[src/rtl/mm_bram_ctrl.sv]
// Run controller and BRAM bridge for the Montgomery multiplier core.
// Optional run-cycle counter enabled by defining MM_BRAM_CYCLE_COUNT_EN.
module mm_bram_ctrl #(
    parameter int unsigned LIMB_WIDTH      = 17,
    parameter int unsigned BRAM_DATA_WIDTH = 32,
    parameter int unsigned CORE_ADDR_W     = 32,
    parameter logic [31:0] BASE_ADDR       = 32'h0,
    parameter int unsigned BRAM_LATENCY    = 1,
    parameter int unsigned OUT_REG         = 0,
    parameter int unsigned TIMEOUT_CYCLES  = 65535
) (
    input  logic                         clock_i,
    input  logic                         reset_i,
    input  logic                         start_i,
    output logic                         busy_o,
    output logic                         done_o,
    output logic                         timeout_o,
    output logic [31:0]                  cycles_o,
    output logic                         core_start_o,
    input  logic                         core_done_i,
    input  logic                         core_en_i,
    input  logic                         core_we_i,
    input  logic [CORE_ADDR_W-1:0]       core_addr_i,
    input  logic [LIMB_WIDTH-1:0]        core_din_i,
    output logic [LIMB_WIDTH-1:0]        core_dout_o,
    output logic                         core_rvalid_o,
    output logic [31:0]                  BRAM_addr_o,
    output logic [BRAM_DATA_WIDTH-1:0]   BRAM_din_o,
    input  logic [BRAM_DATA_WIDTH-1:0]   BRAM_dout_i,
    output logic [BRAM_DATA_WIDTH/8-1:0] BRAM_we_o,
    output logic                         BRAM_en_o,
    output logic                         BRAM_clock_o,
    output logic                         BRAM_reset_o
);

    localparam int unsigned BYTES      = BRAM_DATA_WIDTH / 8;
    localparam int unsigned BYTE_SHIFT = $clog2(BYTES);
    localparam int unsigned RV_DLY     = OUT_REG + BRAM_LATENCY;

    typedef enum logic [1:0] {
        S_IDLE,
        S_LAUNCH,
        S_RUN,
        S_DONE
    } state_t;

    state_t      state_q, state_d;
    logic        done_q, done_d;
    logic        timeout_q, timeout_d;
    logic [31:0] wdog_q, wdog_d;

    logic        in_run;
    logic        launch_entry;
    logic        timeout_hit;

    assign in_run       = (state_q == S_RUN);
    assign launch_entry = ((state_q == S_IDLE) || (state_q == S_DONE)) && start_i;
    // wdog_q holds completed RUN cycles, so this fires on the TIMEOUT_CYCLES-th RUN cycle
    assign timeout_hit  = (TIMEOUT_CYCLES != 0) &&
                          (({1'b0, wdog_q} + 33'd1) == 33'(TIMEOUT_CYCLES));

    always_ff @(posedge clock_i) begin
        if (reset_i) begin
            state_q   <= S_IDLE;
            done_q    <= 1'b0;
            timeout_q <= 1'b0;
            wdog_q    <= '0;
        end else begin
            state_q   <= state_d;
            done_q    <= done_d;
            timeout_q <= timeout_d;
            wdog_q    <= wdog_d;
        end
    end

    always_comb begin
        state_d   = state_q;
        done_d    = done_q;
        timeout_d = timeout_q;
        wdog_d    = wdog_q;
        case (state_q)
            S_IDLE, S_DONE: begin
                if (launch_entry) begin
                    state_d   = S_LAUNCH;
                    done_d    = 1'b0;
                    timeout_d = 1'b0;
                    wdog_d    = '0;
                end
            end
            S_LAUNCH: begin
                state_d = S_RUN;
            end
            S_RUN: begin
                if (wdog_q != '1) begin
                    wdog_d = wdog_q + 32'd1;
                end
                if (core_done_i) begin
                    state_d = S_DONE;
                    done_d  = 1'b1;
                end else if (timeout_hit) begin
                    state_d   = S_DONE;
                    done_d    = 1'b1;
                    timeout_d = 1'b1;
                end
            end
            default: begin
                state_d = S_IDLE;
            end
        endcase
    end

    assign busy_o       = (state_q == S_LAUNCH) || in_run;
    assign core_start_o = (state_q == S_LAUNCH);
    assign done_o       = done_q;
    assign timeout_o    = timeout_q;

`ifdef MM_BRAM_CYCLE_COUNT_EN
    logic [31:0] cycles_q, cycles_d;

    always_comb begin
        cycles_d = cycles_q;
        if (launch_entry) begin
            cycles_d = '0;
        end else if (in_run && (cycles_q != '1)) begin
            cycles_d = cycles_q + 32'd1;
        end
    end

    always_ff @(posedge clock_i) begin
        if (reset_i) begin
            cycles_q <= '0;
        end else begin
            cycles_q <= cycles_d;
        end
    end

    assign cycles_o = cycles_q;
`else
    assign cycles_o = '0;
`endif

    logic                       req_en;
    logic                       req_we_bit;
    logic [BYTES-1:0]           req_we;
    logic [31:0]                req_addr;
    logic [BRAM_DATA_WIDTH-1:0] req_din;
    logic                       rd_issue;

    assign req_en     = in_run && core_en_i;
    assign req_we_bit = req_en && core_we_i;
    assign req_we     = {BYTES{req_we_bit}};
    assign req_addr   = BASE_ADDR + (32'(core_addr_i) << BYTE_SHIFT);
    assign req_din    = BRAM_DATA_WIDTH'(core_din_i);
    assign rd_issue   = req_en && !core_we_i;

    if (OUT_REG != 0) begin : g_out_reg
        logic                       en_q;
        logic [BYTES-1:0]           we_q;
        logic [31:0]                addr_q;
        logic [BRAM_DATA_WIDTH-1:0] din_q;

        always_ff @(posedge clock_i) begin
            if (reset_i) begin
                en_q   <= 1'b0;
                we_q   <= '0;
                addr_q <= '0;
                din_q  <= '0;
            end else begin
                en_q   <= req_en;
                we_q   <= req_we;
                addr_q <= req_addr;
                din_q  <= req_din;
            end
        end

        assign BRAM_en_o   = en_q;
        assign BRAM_we_o   = we_q;
        assign BRAM_addr_o = addr_q;
        assign BRAM_din_o  = din_q;
    end else begin : g_out_comb
        assign BRAM_en_o   = req_en;
        assign BRAM_we_o   = req_we;
        assign BRAM_addr_o = req_addr;
        assign BRAM_din_o  = req_din;
    end

    // Read strobe pipeline spans the optional output register plus the BRAM latency
    logic [RV_DLY-1:0] rv_q, rv_d;

    always_comb begin
        rv_d = RV_DLY'({rv_q, rd_issue});
    end

    always_ff @(posedge clock_i) begin
        if (reset_i) begin
            rv_q <= '0;
        end else begin
            rv_q <= rv_d;
        end
    end

    assign core_rvalid_o = rv_q[RV_DLY-1];
    assign core_dout_o   = BRAM_dout_i[LIMB_WIDTH-1:0];
    assign BRAM_clock_o  = clock_i;
    assign BRAM_reset_o  = reset_i;

    logic unused_dout;
    assign unused_dout = ^BRAM_dout_i;

endmodule

[config.mk]
export PLATFORM = sky130hd
export DESIGN_NAME = mm_bram_ctrl
export DESIGN_NICKNAME = d
export VERILOG_FILES = /design/src/rtl/mm_bram_ctrl.sv
export SDC_FILE = /design/constraint.sdc
export NUM_CORES = 1
export LEC_CHECK = 0
export ABC_AREA = 0
export BUFFER_PORTS_ARGS = -buffer_cell sky130_fd_sc_hd__buf_2
export CAP_MARGIN = 20
export CORE_MARGIN = 2
export CORE_UTILIZATION = 30
export CTS_CLUSTER_DIAMETER = 80
export DETAILED_ROUTE_END_ITERATION = 7
export SLEW_MARGIN = 20
export SYNTH_ARGS = -nofsm -noshare
export SYNTH_HDL_FRONTEND = slang
export SYNTH_SLANG_ARGS = --single-unit
[constraint.sdc]
create_clock -name clock_i -period 2.95 [get_ports clock_i]
set_input_delay 0.1475 -clock clock_i [delete_from_list [all_inputs] [get_ports clock_i]]
set_output_delay 0.1475 -clock clock_i [all_outputs]
set_load 0.005 [all_outputs]
# Word-level counts from Yosys, hierarchy flattened
# Cells that the tools add are included.
op_classes:
  addsub: 2
  eq_ne: 10
  mux: 13
  reduce_logical: 14
op_table:
  columns: ["op", "n"]
  rows:
  - ["$mux 32", 2]
  - ["$pmux 32 s2", 1]
  - ["$add 32x1->33 const B", 1]
  - ["$eq 33x16->1 const B", 1]
  - ["$add 32x1->32 const B", 1]
  - ["$ne 32x32->1 const B", 1]
  - ["$mux 2", 3]
  - ["$pmux 2 s3", 1]
  - ["$reduce_and 3->1", 2]
  - ["$eq 2x2->1 const B", 2]
  - ["$logic_and 1x1->1", 4]
  - ["$mux 1", 4]
  - ["$ne 2x1->1 const B", 2]
  - ["$ne 2x2->1 const B", 2]
  - ["$pmux 1 s2", 2]
  - ["$reduce_and 4->1", 1]
  - ["$ne 3x2->1 const B", 1]
  - ["$eq 2x1->1 const B", 1]
  - ["$logic_not 2->1", 1]
  - ["$logic_or 1x1->1", 2]
  - ["$reduce_and 2->1", 1]
  - ["$reduce_bool 2->1", 1]
  - ["$reduce_or 2->1", 1]
  - ["$logic_not 1->1", 1]
word_totals:
  register_bits: 37
  in_bits: 87
  output_inout_bits: 125
  word_cells: 44

# Depth between registers and ports, before layout
# Gate-level depths: netlist of the first run.
depth:
  word_depth: 5
  mapped_depth: 9
  ltp_nobuf: 9

==> metrics.md, run 1 <==
| Metric | Value |
|---|---|
| Total Routing Usage GR | 12.6% |
| CP delay by family, top | simple AND/OR/NAND/NOR gates |
| Initial core utilization | 30.5% |
| R2r setup slk | 0.11 ns |
| Netlist cell types | 55 |
| Fillers | 1226 |
| Hold depth | 3 |
| N_diodes | 0 |
| Most frequent cells in the layout | conb_1, dfxtp_1, nand2_1 |
| Clk_skew | 0.00436 ns |
| RSZ-0062 raised after global routing | yes |
| Grt ovf | 0 |
| Inst Count DP | 545 |
| Crit path kind | flip-flop to flip-flop |
| Vias in the first global route | 2710 |
| Fin area | 0.00339 mm^2 |
| Hold crit path type | input pin to flip-flop |
| Setup tns final | 0 ns |
| First-pass GRT wire length | 13200 um |
| Final Critical Period | 2.84 ns |
| Top layer in use | met4 |
| Register share of total power | 27.7% |
| WP depth | 7 |
| Sequential area share after synthesis | 21.4% |
| Worst Setup EP | state_q[0] |
| Buf/Inv on CP | 0 |
| Logic pwr share | 32.1% |
| Number of setup buffers added after CTS | 0 |
| I/O pins | 212 |
| Critical path launch point type | flip-flop |
| Syn Area/Cell | 7.52 um^2 |
| CTS tree | built |
| Post-DP HPWL | 5510 um |
| RR Startpoint | wdog_q[16] |
| Total core area | 0.0113 mm^2 |
| Ys flop type | dfxtp_1 |
| Vias/cell | 5.26 |
| Final hold violation count | 0 |
| Psw | 666 uW |
| Synth-to-layout area growth | -1.96% |
| Post-synthesis cell count | 459 |
| Synth Warn # | 0 |
| Most common cell after layout, fill and taps aside | conb_1 |
| ANT nets after route | 0 |
| Synth Area in Compound Gates | 22.6% |
| Tcrit/Tclk final | 96.4% |
| Die width | 111 um |
| Largest net degree at the start of global routing | 52 |
| Status | complete, no violations |
| Main combinational cell family by area after synthesis | buffers and inverters |
| # nets final | 505 |
| Met2 WL post-DR | 3570 um |
| EDFF count, synth | 0 |
| Fmax | 0.352 GHz |
| Power per Cell Area | 572 mW/mm^2 |
| Clk network pwr share | 40.2% |
| Max-Cap Viols | 0 |
| DRT met1 WL | 3390 um |
| Xor and xnor area share after synthesis | 1.52% |
| Share of cells above drive strength 1 | 17.1% |
| Die Y | 111 um |
| Worst vdd ir | 457 uV |
| DRT Pass-1 Iters | 5 |
| Final Non-Filler Cells | 557 |
| Crit path DAT | 3.15 ns |
| Slew headroom | 51.3% |
| # port buffers | 17 |
| Mux contribution to synthesized area | 0.580% |
| Leakage | 0.00119 uW |
| Mapped Area | 0.00345 mm^2 |
| Critical Path RT | 3.25 ns |
| Origin of the worst setup path | wdog_q[16] |
| Worst-Skew Late Latency | 0.39 ns |
| Sw frac | 34.4% |
| Row count | 39 |
| Synth Area in Simple Gates | 20.8% |
| GPL Wtd Cong | 0.859 |
| Final number of max-transition violations | 0 |
| Core Util, Final | 29.9% |
| Met3 Wirelength | 607 um |
| Slew @ Worst Pin | 0.730 ns |
| # setup viols final | 0 |
| DRC violations left | 0 |
| Internal | 1270 uW |
| Initial antenna violation count | 0 |
| Final WL | 7730 um |
| CP cell instances | nand2_1 > or4_4 > or4_1 > a22o_1 > o41ai_4 > a31oi_1 > a311oi_2 |
| Delay of the slowest critical-path stage | 0.58 ns |
| Worst reg-to-reg path cell count | 7 |
| Synthesized flop and latch total | 37 |
| Max Fanout on Critical Path | 11 |
| Die area | 0.0124 mm^2 |
| Clock transition at the registers of the reported paths | 0.06 ns |
| CP max stage cell | or4_4 |
| Via count | 2928 |
| Reg2reg end | state_q[0] |
| DRT iter0 DRCs | 205 |
| Synth async-reset ratio | 0% |
| Post-detailed-route wirelength per cell | 13.9 um |
| Cell area after placement | 0.00312 mm^2 |
| Adder-cell share of the synthesized area | 1.81% |
| Worst setup EP type | flip-flop |
| Power Total | 1940 uW |
[power by group through the flow]
stage	clock (uW)	sequential [uW]	combinational, uW
finish	779	536	621
global route	822	541	687
CTS	798	537	616
detailed placement	14.7	548	613
global placement	14.7	546	605
floorplan	22.0	544	505
[worst min-delay path, cell delays in order]
cell and delay [ns]:
buf_2 0.10, a211oi_1 0.05, nor3_1 0.15
[layer usage]
metal  GRT usage (%)  vias to the layer above
li1                -                     1415
met1            15.9                     1364
met2            19.8                      127
met3            3.94                       22
met4            5.02                        0
met5               0                        -
[logic make-up after synthesis]
group / Yosys count
AO/OA/AOI/OAI: 109
multiplexers: 2
other: 1
flip-flops: 37
XOR/XNOR: 6
AND/OR/NAND/NOR: 136
buffers and inverters: 163
adder cells (fa/ha/maj): 5
[how the worst min path moves through the flow]
stage	from	endpoint	slack [ns]
after floorplan	core_we_i	core_rvalid_o	0.22
after CTS	core_done_i	done_o	0.10
after global routing	core_done_i	done_o	0.14
final	core_done_i	done_o	0.10
after global placement	clock_i	BRAM_clock_o	0.23
after detailed placement	clock_i	BRAM_clock_o	0.23
[stage by stage]
step           worst slack (ns)  hold slack, ns
5_1_grt                 -0.0102           0.140
6_report                  0.106           0.103
2_1_floorplan             0.194           0.224
3_3_place_gp              0.175           0.230
3_5_place_dp              0.162           0.230
4_1_cts                   0.129           0.101
[synthesized netlist by cell type, types with 2 or more instances]
master / number / share of area (%)
o211a_1: 6 / 1.7
or3_1: 4 / 0.72
a311oi_1: 20 / 5.1
inv_1: 12 / 1.3
or2_2: 3 / 0.54
nand2_1: 33 / 3.6
buf_1: 2 / 0.22
nor3_1: 15 / 2.2
and3_1: 7 / 1.3
buf_4: 120 / 26
nand4_1: 15 / 2.7
dfxtp_1: 37 / 21
o21ai_0: 19 / 2.8
mux2i_1: 2 / 0.58
or4_1: 7 / 1.5
clkbuf_1: 24 / 2.6
a31oi_1: 8 / 1.4
buf_2: 4 / 0.58
a22o_1: 2 / 0.51
a21oi_1: 26 / 3.8
or4b_2: 2 / 0.58
a211oi_1: 5 / 1.1
a41oi_1: 6 / 1.5
xor2_1: 2 / 0.51
o211ai_1: 2 / 0.43
nand3_1: 14 / 2.0
and4_1: 2 / 0.51
xnor2_1: 4 / 1.0
nor2_1: 20 / 2.2
nor4_1: 7 / 1.3
ha_1: 5 / 1.8
[area by class of cell]
cell class | count | area (um^2) | share of cell area, %
clock inverter | 1 | 5.00 | 0.148
timing repair buffer | 46 | 320 | 9.46
sequential | 37 | 741 | 21.9
tap | 143 | 179 | 5.28
multi-input combinational | 307 | 1860 | 55.0
clock buffer | 11 | 233 | 6.87
inverter | 12 | 45.0 | 1.33
[registers in the layout, summed over array words and instances (netlist names)]
name	count
wdog_q	32
state_q	2
core_rvalid_o	1
done_o	1
timeout_o	1
[what timing repair did]
item | 4_1_cts | 5_1_grt
hold buffers | 1 | 0
endpoints found under the hold margin | 1 | 0
endpoints found under the setup margin | 0 | 2
resized for setup | 0 | 3
Power figures use the tool's default switching activity.
==> run 2, diff against run 1 <==
- RECOVER_POWER: default -> 100
==> metrics.md, run 2 (synthesized netlist as in run 1, its figures left out) <==
| Metric | Value |
|---|---|
| I/O pins | 212 |
| Vias/cell | 5.24 |
| CP delay by family, top | simple AND/OR/NAND/NOR gates |
| Largest Register | wdog_q |
| DRC violations left | 0 |
| CTS tree | built |
| Worst-Skew Late Latency | 0.39 ns |
| Clock transition at the registers of the reported paths | 0.06 ns |
| Crit path kind | flip-flop to flip-flop |
| Number of setup buffers added after CTS | 0 |
| Delay of the slowest critical-path stage | 0.57 ns |
| Post-DP HPWL | 5510 um |
| Most common cell after layout, fill and taps aside | conb_1 |
| Row count | 39 |
| N_diodes | 0 |
| CP cell instances | nand2_1 > or4_4 > or4_1 > a22o_1 > o41ai_4 > a31oi_1 > a311oi_2 |
| Slew @ Worst Pin | 0.749 ns |
| Synth-to-layout area growth | -3.44% |
| Critical path launch point type | flip-flop |
| Grt ovf | 0 |
| Final number of max-transition violations | 0 |
| Leakage | 0.00117 uW |
| Max-Cap Viols | 0 |
| Power Total | 1860 uW |
| Met3 Wirelength | 601 um |
| RSZ-0062 raised after global routing | yes |
| ANT nets after route | 0 |
| DRT Pass-1 Iters | 5 |
| Post-detailed-route wirelength per cell | 13.9 um |
| Top layer in use | met4 |
| Met2 WL post-DR | 3540 um |
| Worst setup EP type | flip-flop |
| Most frequent cells in the layout | conb_1, dfxtp_1, nand2_1 |
| Share of cells above drive strength 1 | 15.9% |
| Initial core utilization | 30.5% |
| Largest net degree at the start of global routing | 52 |
| Fmax | 0.353 GHz |
| FF+latch area | 741 um^2 |
| # setup viols final | 0 |
| Power per Cell Area | 557 mW/mm^2 |
| Max reg flops | 32 |
| Total core area | 0.0113 mm^2 |
| Biggest registers after layout | wdog_q: 32 flops, state_q: 2 flops |
| Multi-input combinational cell area | 0.00184 mm^2 |
| Final WL | 7740 um |
| GPL Wtd Cong | 0.859 |
| # nets final | 505 |
| Hold crit path type | input pin to flip-flop |
| Die width | 111 um |
| Vias in the first global route | 2710 |
| Final Critical Period | 2.83 ns |
| Setup tns final | 0 ns |
| First-pass GRT wire length | 13200 um |
| Die Y | 111 um |
| DRT met1 WL | 3440 um |
| Fillers | 1231 |
| Crit path DAT | 3.13 ns |
| Worst vdd ir | 420 uV |
| Buf/Inv on CP | 0 |
| Slew headroom | 50.0% |
| DRT iter0 DRCs | 228 |
| Total Routing Usage GR | 12.6% |
| Max Fanout on Critical Path | 11 |
| Final hold violation count | 0 |
| Critical Path RT | 3.25 ns |
| Initial antenna violation count | 0 |
| Clk_skew | 0.00297 ns |
| Tcrit/Tclk final | 95.9% |
| Die area | 0.0124 mm^2 |
| CP max stage cell | or4_4 |
| # port buffers | 17 |
| Via count | 2919 |
| Status | complete, no violations |
-- run 2: per-stage QoR --
step | cell area [um^2] | hold slack, ns | utilization [%] | worst slack, ns | cells
final | 3330 | 0.102 | 29.5 | 0.121 | 557
after CTS | 3360 | 0.101 | 29.7 | 0.129 | 557
after global routing | 3330 | 0.140 | 29.5 | -0.0102 | 557
after detailed placement | 3120 | 0.230 | 27.6 | 0.162 | 545
after floorplan | 3630 | 0.224 | - | 0.194 | 507
after global placement | 3120 | 0.230 | 27.6 | 0.175 | 545
-- run 2: timing repair --
item / CTS / global route
endpoints found under the setup margin: 0 / 2
endpoints found under the hold margin: 1 / 0
resized for setup: 0 / 3
hold buffers: 1 / 0
-- run 2: per-layer routing --
layer | track usage [%] | vias up
met1 | 15.9 | 1359
met5 | 0 | -
li1 | - | 1412
met3 | 3.94 | 22
met2 | 19.8 | 126
met4 | 5.02 | 0
-- run 2: worst reg2reg max path, stage by stage, from the launching register on --
cell	delay (ns)
dfxtp_1	0.41
nand2_1	0.13
or4_4	0.57
or4_1	0.53
a22o_1	0.31
o41ai_4	0.40
a31oi_1	0.14
a311oi_2	0.25
-- run 2: final timing paths --
check	slack (ns)	cells after the start	endpoint	from
setup / recovery	0.12	7	state_q[0]	wdog_q[16]
hold / removal	0.10	3	done_o	core_done_i
setup reg to reg	0.12	7	state_q[0]	wdog_q[16]
hold reg to reg	0.50	2	wdog_q[0]	wdog_q[0]
-- run 2: layout make-up --
cell class	instances	area share, %
well taps	143	5.37
repair buffers	46	9.19
multi-input cells	307	55.2
flip-flops and latches	37	22.2
clock inverters	1	0.150
clock buffers	11	6.53
inverters	12	1.35
-- run 2: where the power goes --
part | internal, uW | switching [uW]
Sequential | 519 | 16.8
Combinational | 186 | 401
Clock | 500 | 234
